File: config.mk
export PLATFORM = sky130hd
export DESIGN_NAME = ula_flags
export DESIGN_NICKNAME = d
export VERILOG_FILES = /design/src/rtl/ula_flags.sv
export SDC_FILE = /design/constraint.sdc
export NUM_CORES = 1
export LEC_CHECK = 0
export ABC_AREA = 0
export ABC_CLOCK_PERIOD_IN_PS = 1100
export CAP_MARGIN = 20
export CORE_MARGIN = 2
export CORE_UTILIZATION = 40
export DETAILED_ROUTE_END_ITERATION = 8
export GPL_ROUTABILITY_DRIVEN = 0
export PLACE_DENSITY = 0.71
export SLEW_MARGIN = 10
export SYNTH_ARGS = -nofsm -noshare
export SYNTH_HDL_FRONTEND = slang
export SYNTH_SLANG_ARGS = --single-unit
File: constraint.sdc
create_clock -name clk -period 1.1 [get_ports clk]
set_clock_uncertainty 0.05 [all_clocks]
set_input_delay 0.22 -clock clk [delete_from_list [all_inputs] [get_ports clk]]
set_output_delay 0.22 -clock clk [all_outputs]
set_load 0.02 [all_outputs]
File: src/rtl/ula_flags.sv
// 64-bit add/subtract unit with registered result and condition flags.
// One shared adder serves both operations; flags feed compare and branch logic.
module ula_flags #(
  parameter int WIDTH = 64
) (
  input  logic             clk,
  input  logic             rst_n,
  input  logic             en,
  input  logic [WIDTH-1:0] s1,
  input  logic [WIDTH-1:0] s2,
  input  logic             sub,
  output logic [WIDTH-1:0] res,
  output logic             zero,
  output logic             neg,
  output logic             carry,
  output logic             ovf,
  output logic             lt,
  output logic             ltu
);

  localparam int MSB = WIDTH - 1;

  logic [WIDTH-1:0] b_c;
  logic [WIDTH-1:0] sum_c;
  logic             carry_c;
  logic             zero_c;
  logic             neg_c;
  logic             ovf_c;
  logic             lt_c;
  logic             ltu_c;

  logic [WIDTH-1:0] res_q, res_d;
  logic             zero_q, zero_d;
  logic             neg_q, neg_d;
  logic             carry_q, carry_d;
  logic             ovf_q, ovf_d;
  logic             lt_q, lt_d;
  logic             ltu_q, ltu_d;

  // Subtract is s1 + ~s2 + 1; carry-out of 1 means no borrow.
  assign b_c = s2 ^ {WIDTH{sub}};
  assign {carry_c, sum_c} = {1'b0, s1} + {1'b0, b_c}
                          + {{WIDTH{1'b0}}, sub};

  assign zero_c = (sum_c == '0);
  assign neg_c  = sum_c[MSB];
  assign ovf_c  = (s1[MSB] == b_c[MSB]) && (sum_c[MSB] != s1[MSB]);
  assign lt_c   = neg_c ^ ovf_c;
  assign ltu_c  = ~carry_c;

  always_comb begin
    res_d   = res_q;
    zero_d  = zero_q;
    neg_d   = neg_q;
    carry_d = carry_q;
    ovf_d   = ovf_q;
    lt_d    = lt_q;
    ltu_d   = ltu_q;
    if (en) begin
      res_d   = sum_c;
      zero_d  = zero_c;
      neg_d   = neg_c;
      carry_d = carry_c;
      ovf_d   = ovf_c;
      lt_d    = lt_c;
      ltu_d   = ltu_c;
    end
  end

  // Zero is cleared in reset too: it doubles as a "no result yet" marker.
  always_ff @(posedge clk or negedge rst_n) begin
    if (!rst_n) begin
      res_q   <= '0;
      zero_q  <= 1'b0;
      neg_q   <= 1'b0;
      carry_q <= 1'b0;
      ovf_q   <= 1'b0;
      lt_q    <= 1'b0;
      ltu_q   <= 1'b0;
    end else begin
      res_q   <= res_d;
      zero_q  <= zero_d;
      neg_q   <= neg_d;
      carry_q <= carry_d;
      ovf_q   <= ovf_d;
      lt_q    <= lt_d;
      ltu_q   <= ltu_d;
    end
  end

  assign res   = res_q;
  assign zero  = zero_q;
  assign neg   = neg_q;
  assign carry = carry_q;
  assign ovf   = ovf_q;
  assign lt    = lt_q;
  assign ltu   = ltu_q;

endmodule

==> flow_metrics.py, run 1 <==
metrics = {
    "synthesis": {
        "yosysUniqueCellTypes": 90,
        "synth_commonest_cells": "93 x a21oi_1, 85 x xor2_1, 75 x nand2_1",
        "synth_seq_cells": 69,
        "synth_edf_count": 0,
        "synth_top_cell_by_area": "dfrtp_1",
        "synthTopCellsByArea": "dfrtp_1 22%, ha_1 11%, xor2_1 9.4%, mux2_2 6.8%, a21oi_1 5.9%",
        "ys.flop_type": "dfrtp_1",
        "postSynthCellCount": 937,
        "avgSynthCellArea_um2": 8.462,
        "async_reset_ff_frac": 1.000,
        "synth_area_mm2": 0.007929,
        "synth.most_common_cell": "a21oi_1",
        "yosysWarnings": 0,
        "ys_seq_area_frac": 0.2178,
        "synthesis.nets": 1139,
        "yosysTopAreaCellShare": 0.2178,
    },
    "cts": {
        "root_buffer": "clkbuf_16",
        "cts_inserted_buffers": 9,
        "cts.htree.levels": 3,
        "clock_path_buffers": 2,
        "clkSinkCount": 69,
    },
    "die": {
        "pin_count": 202,
        "start_util": 0.4074,
        "dieHeight_um": 144.8,
        "rows": 51,
        "chipWidth_um": 144.8,
    },
    "place": {
        "dp_hpwl_mm": 24.23,
        "port_buffers": 201,
        "dp.cells": 1690,
    },
    "run_status": {
        "lastStage": "global routing (5_1_grt)",
        "status": "did not finish",
        "error": "[ERROR GRT-0232] Routing congestion too high. Check the congestion heatmap in the GUI.",
    },
    "global_routing": {
        "grtUsageTotal": 0.6497,
        "overflow": 2,
        "grt_max_degree": 70,
    },
    "sta": {
        "worst_endpoint_kind": "sequential cell input",
        "crit_endpoint": "zero$_DFFE_PN0P_/D",
    },
}
## logic make-up after synthesis
| kind of cell | after synthesis | synth area share |
|---|---|---|
| mux | 51 | 0.07354 |
| buf+inv | 67 | 0.05018 |
| xor+xnor | 116 | 0.1281 |
| compound gates | 292 | 0.2418 |
| fa+ha+maj | 70 | 0.1114 |
| flops | 69 | 0.2178 |
| simple gates | 272 | 0.1772 |
## through the flow
stage,util,TNS [ps],area [um2],hold WS [ps],worst slack (ps)
4_1_cts,0.7770,-130660,15120,376.7,-2387
3_5_place_dp,0.6550,-151360,12750,225.6,-3069
3_3_place_gp,0.6550,-147070,12750,222.8,-2917
2_1_floorplan,-,-98870,8268,-125.6,-2460
## metal layers
| metal | overflow | GRT usage |
|---|---|---|
| met4 | 2 | 0.6352 |
| met5 | 0 | 0.1479 |
| met1 | 0 | 0.6294 |
| met2 | 0 | 0.8587 |
| met3 | 0 | 0.4804 |
## what timing repair did
| item | CTS |
|---|---|
| hold buffers | 1 |
| endpoints found under the setup margin | 138 |
| pin swaps | 153 |
| hold endpoints to repair | 69 |
| resized for setup | 423 |
| cloned | 1 |
| buffers inserted | 89 |
==> run 2: changes to the inputs <==
- CORE_UTILIZATION: 40 -> 25
- PLACE_DENSITY: 0.71 -> not set
- PLACE_DENSITY_LB_ADDON: not set -> 0.15
==> run 2 against run 1 <==
The flow now finishes, with violations (setup timing); synthesized cell count unchanged; area after synthesis unchanged.
==> flow_metrics.py, run 2 <==
metrics = {
    "power_and_ir_drop": {
        "p_leak_nw": 7.224,
        "ir_worst_vdd_v": 0.001068,
        "p_per_area_mw_per_mm2": 1454,
    },
    "global_routing": {
        "grt_pass1_wl_mm": 53.81,
        "overflow": 0,
        "grt_pass1_vias": 9971,
        "grt_max_degree": 68,
        "grtUsageTotal": 0.2066,
        "antenna_found_initial": 0,
    },
    "sta": {
        "finalSetupTns_ps": -111390,
        "worst_pin_slew_ps": 464.9,
        "period_share": 3.247,
        "finalWorstSetupSlack_ps": -2472,
        "fmax_mhz": 279.9,
        "rsz0062_at_grt": "yes",
        "min_period_ps": 3572,
        "slew_violations": 0,
        "relSlewSlack": 0.6887,
        "hold_viol_final": 0,
        "setup_viol": 138,
    },
    "die": {
        "chipWidth_um": 182.1,
        "core_area_mm2": 0.03139,
        "pin_count": 202,
        "dieArea_mm2": 0.03316,
        "start_util": 0.2526,
        "dieHeight_um": 182.1,
        "rows": 65,
    },
    "cts": {
        "cts_tree": "built",
        "clk_latency_ps": 340,
        "cts_inserted_buffers": 9,
        "clk_pin_slew_ps": 70,
        "cts.htree.levels": 3,
        "root_buffer": "clkbuf_16",
        "clkSinkCount": 69,
        "clock_path_buffers": 2,
    },
    "detailed_routing": {
        "drt-total-wl_mm": 35.38,
        "drtPass1Iterations": 5,
        "wl_per_cell_um": 17.97,
        "drt_iter0_markers": 407,
        "via_per_inst": 4.863,
        "drt.antenna.violating_nets": 0,
        "route.vias.total": 9576,
        "drc": 0,
    },
    "layout": {
        "fill_cells": 2894,
        "multi_input_area_mm2": 0.007809,
        "nNetsFinal": 1764,
        "post-route-util": 0.5231,
        "layout-drive-gt1-share": 0.5673,
        "largest_reg_flops": 64,
        "seq_area_mm2": 0.001727,
        "syn2layout_area_growth_pct": 107.1,
        "diodes": 0,
        "layout_commonest_cell": "buf_4",
        "final_cell_mix": "386 x buf_4, 137 x buf_6, 88 x clkdlybuf4s50_1",
    },
    "synthesis": {
        "yosysWarnings": 0,
        "synth.most_common_cell": "a21oi_1",
        "yosysTopAreaCellShare": 0.2178,
        "avgSynthCellArea_um2": 8.462,
        "synthesis.nets": 1139,
        "synth_seq_cells": 69,
        "async_reset_ff_frac": 1.000,
        "synth_top_cell_by_area": "dfrtp_1",
        "ys_seq_area_frac": 0.2178,
        "synthTopCellsByArea": "dfrtp_1 22%, ha_1 11%, xor2_1 9.4%, mux2_2 6.8%, a21oi_1 5.9%",
        "synth_area_mm2": 0.007929,
        "ys.flop_type": "dfrtp_1",
        "yosysUniqueCellTypes": 90,
        "postSynthCellCount": 937,
        "synth_commonest_cells": "93 x a21oi_1, 85 x xor2_1, 75 x nand2_1",
        "synth_edf_count": 0,
    },
    "place": {
        "dp_hpwl_mm": 27.42,
        "port_buffers": 201,
    },
    "worst_setup_path": {
        "crit_type": "in -> reg",
        "cp_cell_sequence": "buf_12 > buf_12 > buf_6 > xor2_1 > ha_1 > nand2_2 > or3_4 > or3_4 > or3_4 > o21ai_4 > nor2_1 > o211ai_1 > buf_4 > nand4bb_4 > nor4b_4 > nand4_1 > o41ai_2",
        "required_ps": 1290,
        "cp_max_fo": 7,
        "cpMaxStageDelayCell": "or3_4",
        "arrival_ps": 3770,
        "cpPeakStageDelay_ps": 420,
        "end_kind": "flop",
        "crit_path_start_kind": "input pin",
        "crit_top_cell": "or3_4",
    },
    "run_status": {
        "violations": "setup timing",
        "status": "finished with violations",
    },
    "min_path": {
        "hp-class": "in -> async",
    },
    "job": {
        "max_cap_viol_count": 0,
    },
}
## run 2: cell counts after synthesis
Identical to the previous run, type by type.
## run 2: final timing paths
path / to / start / slack, ps / cells after the start
worst min register to register: res[55]$_DFFE_PN0P_ / res[55]$_DFFE_PN0P_ / 460 / 1
worst max-delay path: zero$_DFFE_PN0P_ / sub / -2470 / 17
max in group asynchronous: res[41]$_DFFE_PN0P_ / rst_n / 380 / 3
worst max register to register: res[36]$_DFFE_PN0P_ / res[36]$_DFFE_PN0P_ / 140 / 2
min in group clk: res[0]$_DFFE_PN0P_ / en / 380 / 3
worst min-delay path: res[5]$_DFFE_PN0P_ / rst_n / 360 / 3
## run 2: per-stage QoR
step	std cells	power (mW)	hold slack [ps]	cell area (um2)	setup WS [ps]
after global placement	1842	16.82	201.4	13020	-3091
final	1969	23.87	358.5	16420	-2472
after floorplan	937	9.992	-125.6	8268	-2460
after global routing	1969	25.15	408.0	16420	-2558
after CTS	1934	22.91	368.5	15410	-2448
after detailed placement	1842	16.82	205.2	13020	-3105
## run 2: cells by family (layout without fill, tap and decap cells)
group / Yosys count / after routing / share of synthesized area
compound gates: 292 / 292 / 0.2418
simple gates: 272 / 272 / 0.1772
xor+xnor: 116 / 116 / 0.1281
fa+ha+maj: 70 / 70 / 0.1114
flops: 69 / 69 / 0.2178
buf+inv: 67 / 697 / 0.05018
mux: 51 / 51 / 0.07354
## run 2: area by class of cell
cell class | count | share of cell area
inverters | 13 | 0.002972
clock buffers | 10 | 0.01455
well taps | 402 | 0.03063
repair buffers | 668 | 0.3655
multi-input cells | 801 | 0.4755
clock inverters | 6 | 0.005639
flip-flops and latches | 69 | 0.1052
## run 2: power breakdown
| part | internal (mW) | total (mW) | switching, mW | leakage [nW] |
|---|---|---|---|---|
| Sequential | 3.39 | 4.15 | 0.759 | 0.812 |
| Combinational | 8.77 | 16.4 | 7.65 | 6.26 |
| Clock | 2.06 | 3.31 | 1.25 | 0.156 |
## run 2: what timing repair did
| action | 4_1_cts | 5_1_grt |
|---|---|---|
| cloned | 2 | 0 |
| resized for setup | 678 | 134 |
| pin swaps | 137 | 77 |
| hold buffers | 1 | 0 |
| setup buffers | 75 | 41 |
| hold endpoints to repair | 69 | 0 |
| endpoints found under the setup margin | 138 | 138 |
## run 2: metal layers
metal,global-route usage,up-vias,wire (um)
met4,0.04710,0,652
li1,-,4707,-
met5,0,-,0
met2,0.3719,238,17900
met1,0.2607,4591,15300
met3,0.02934,40,1528
## run 2: worst max-delay path, delay by kind of cell
kind                       cells  cell delay (ps)
and+or+nand+nor                8             1900
AOI/OAI and AO/OA              3              610
buffers and inverters          4              570
adders and majority gates      1              310
xor gates and xnor gates       1              150
No activity file was read; power rests on OpenSTA's default activity.
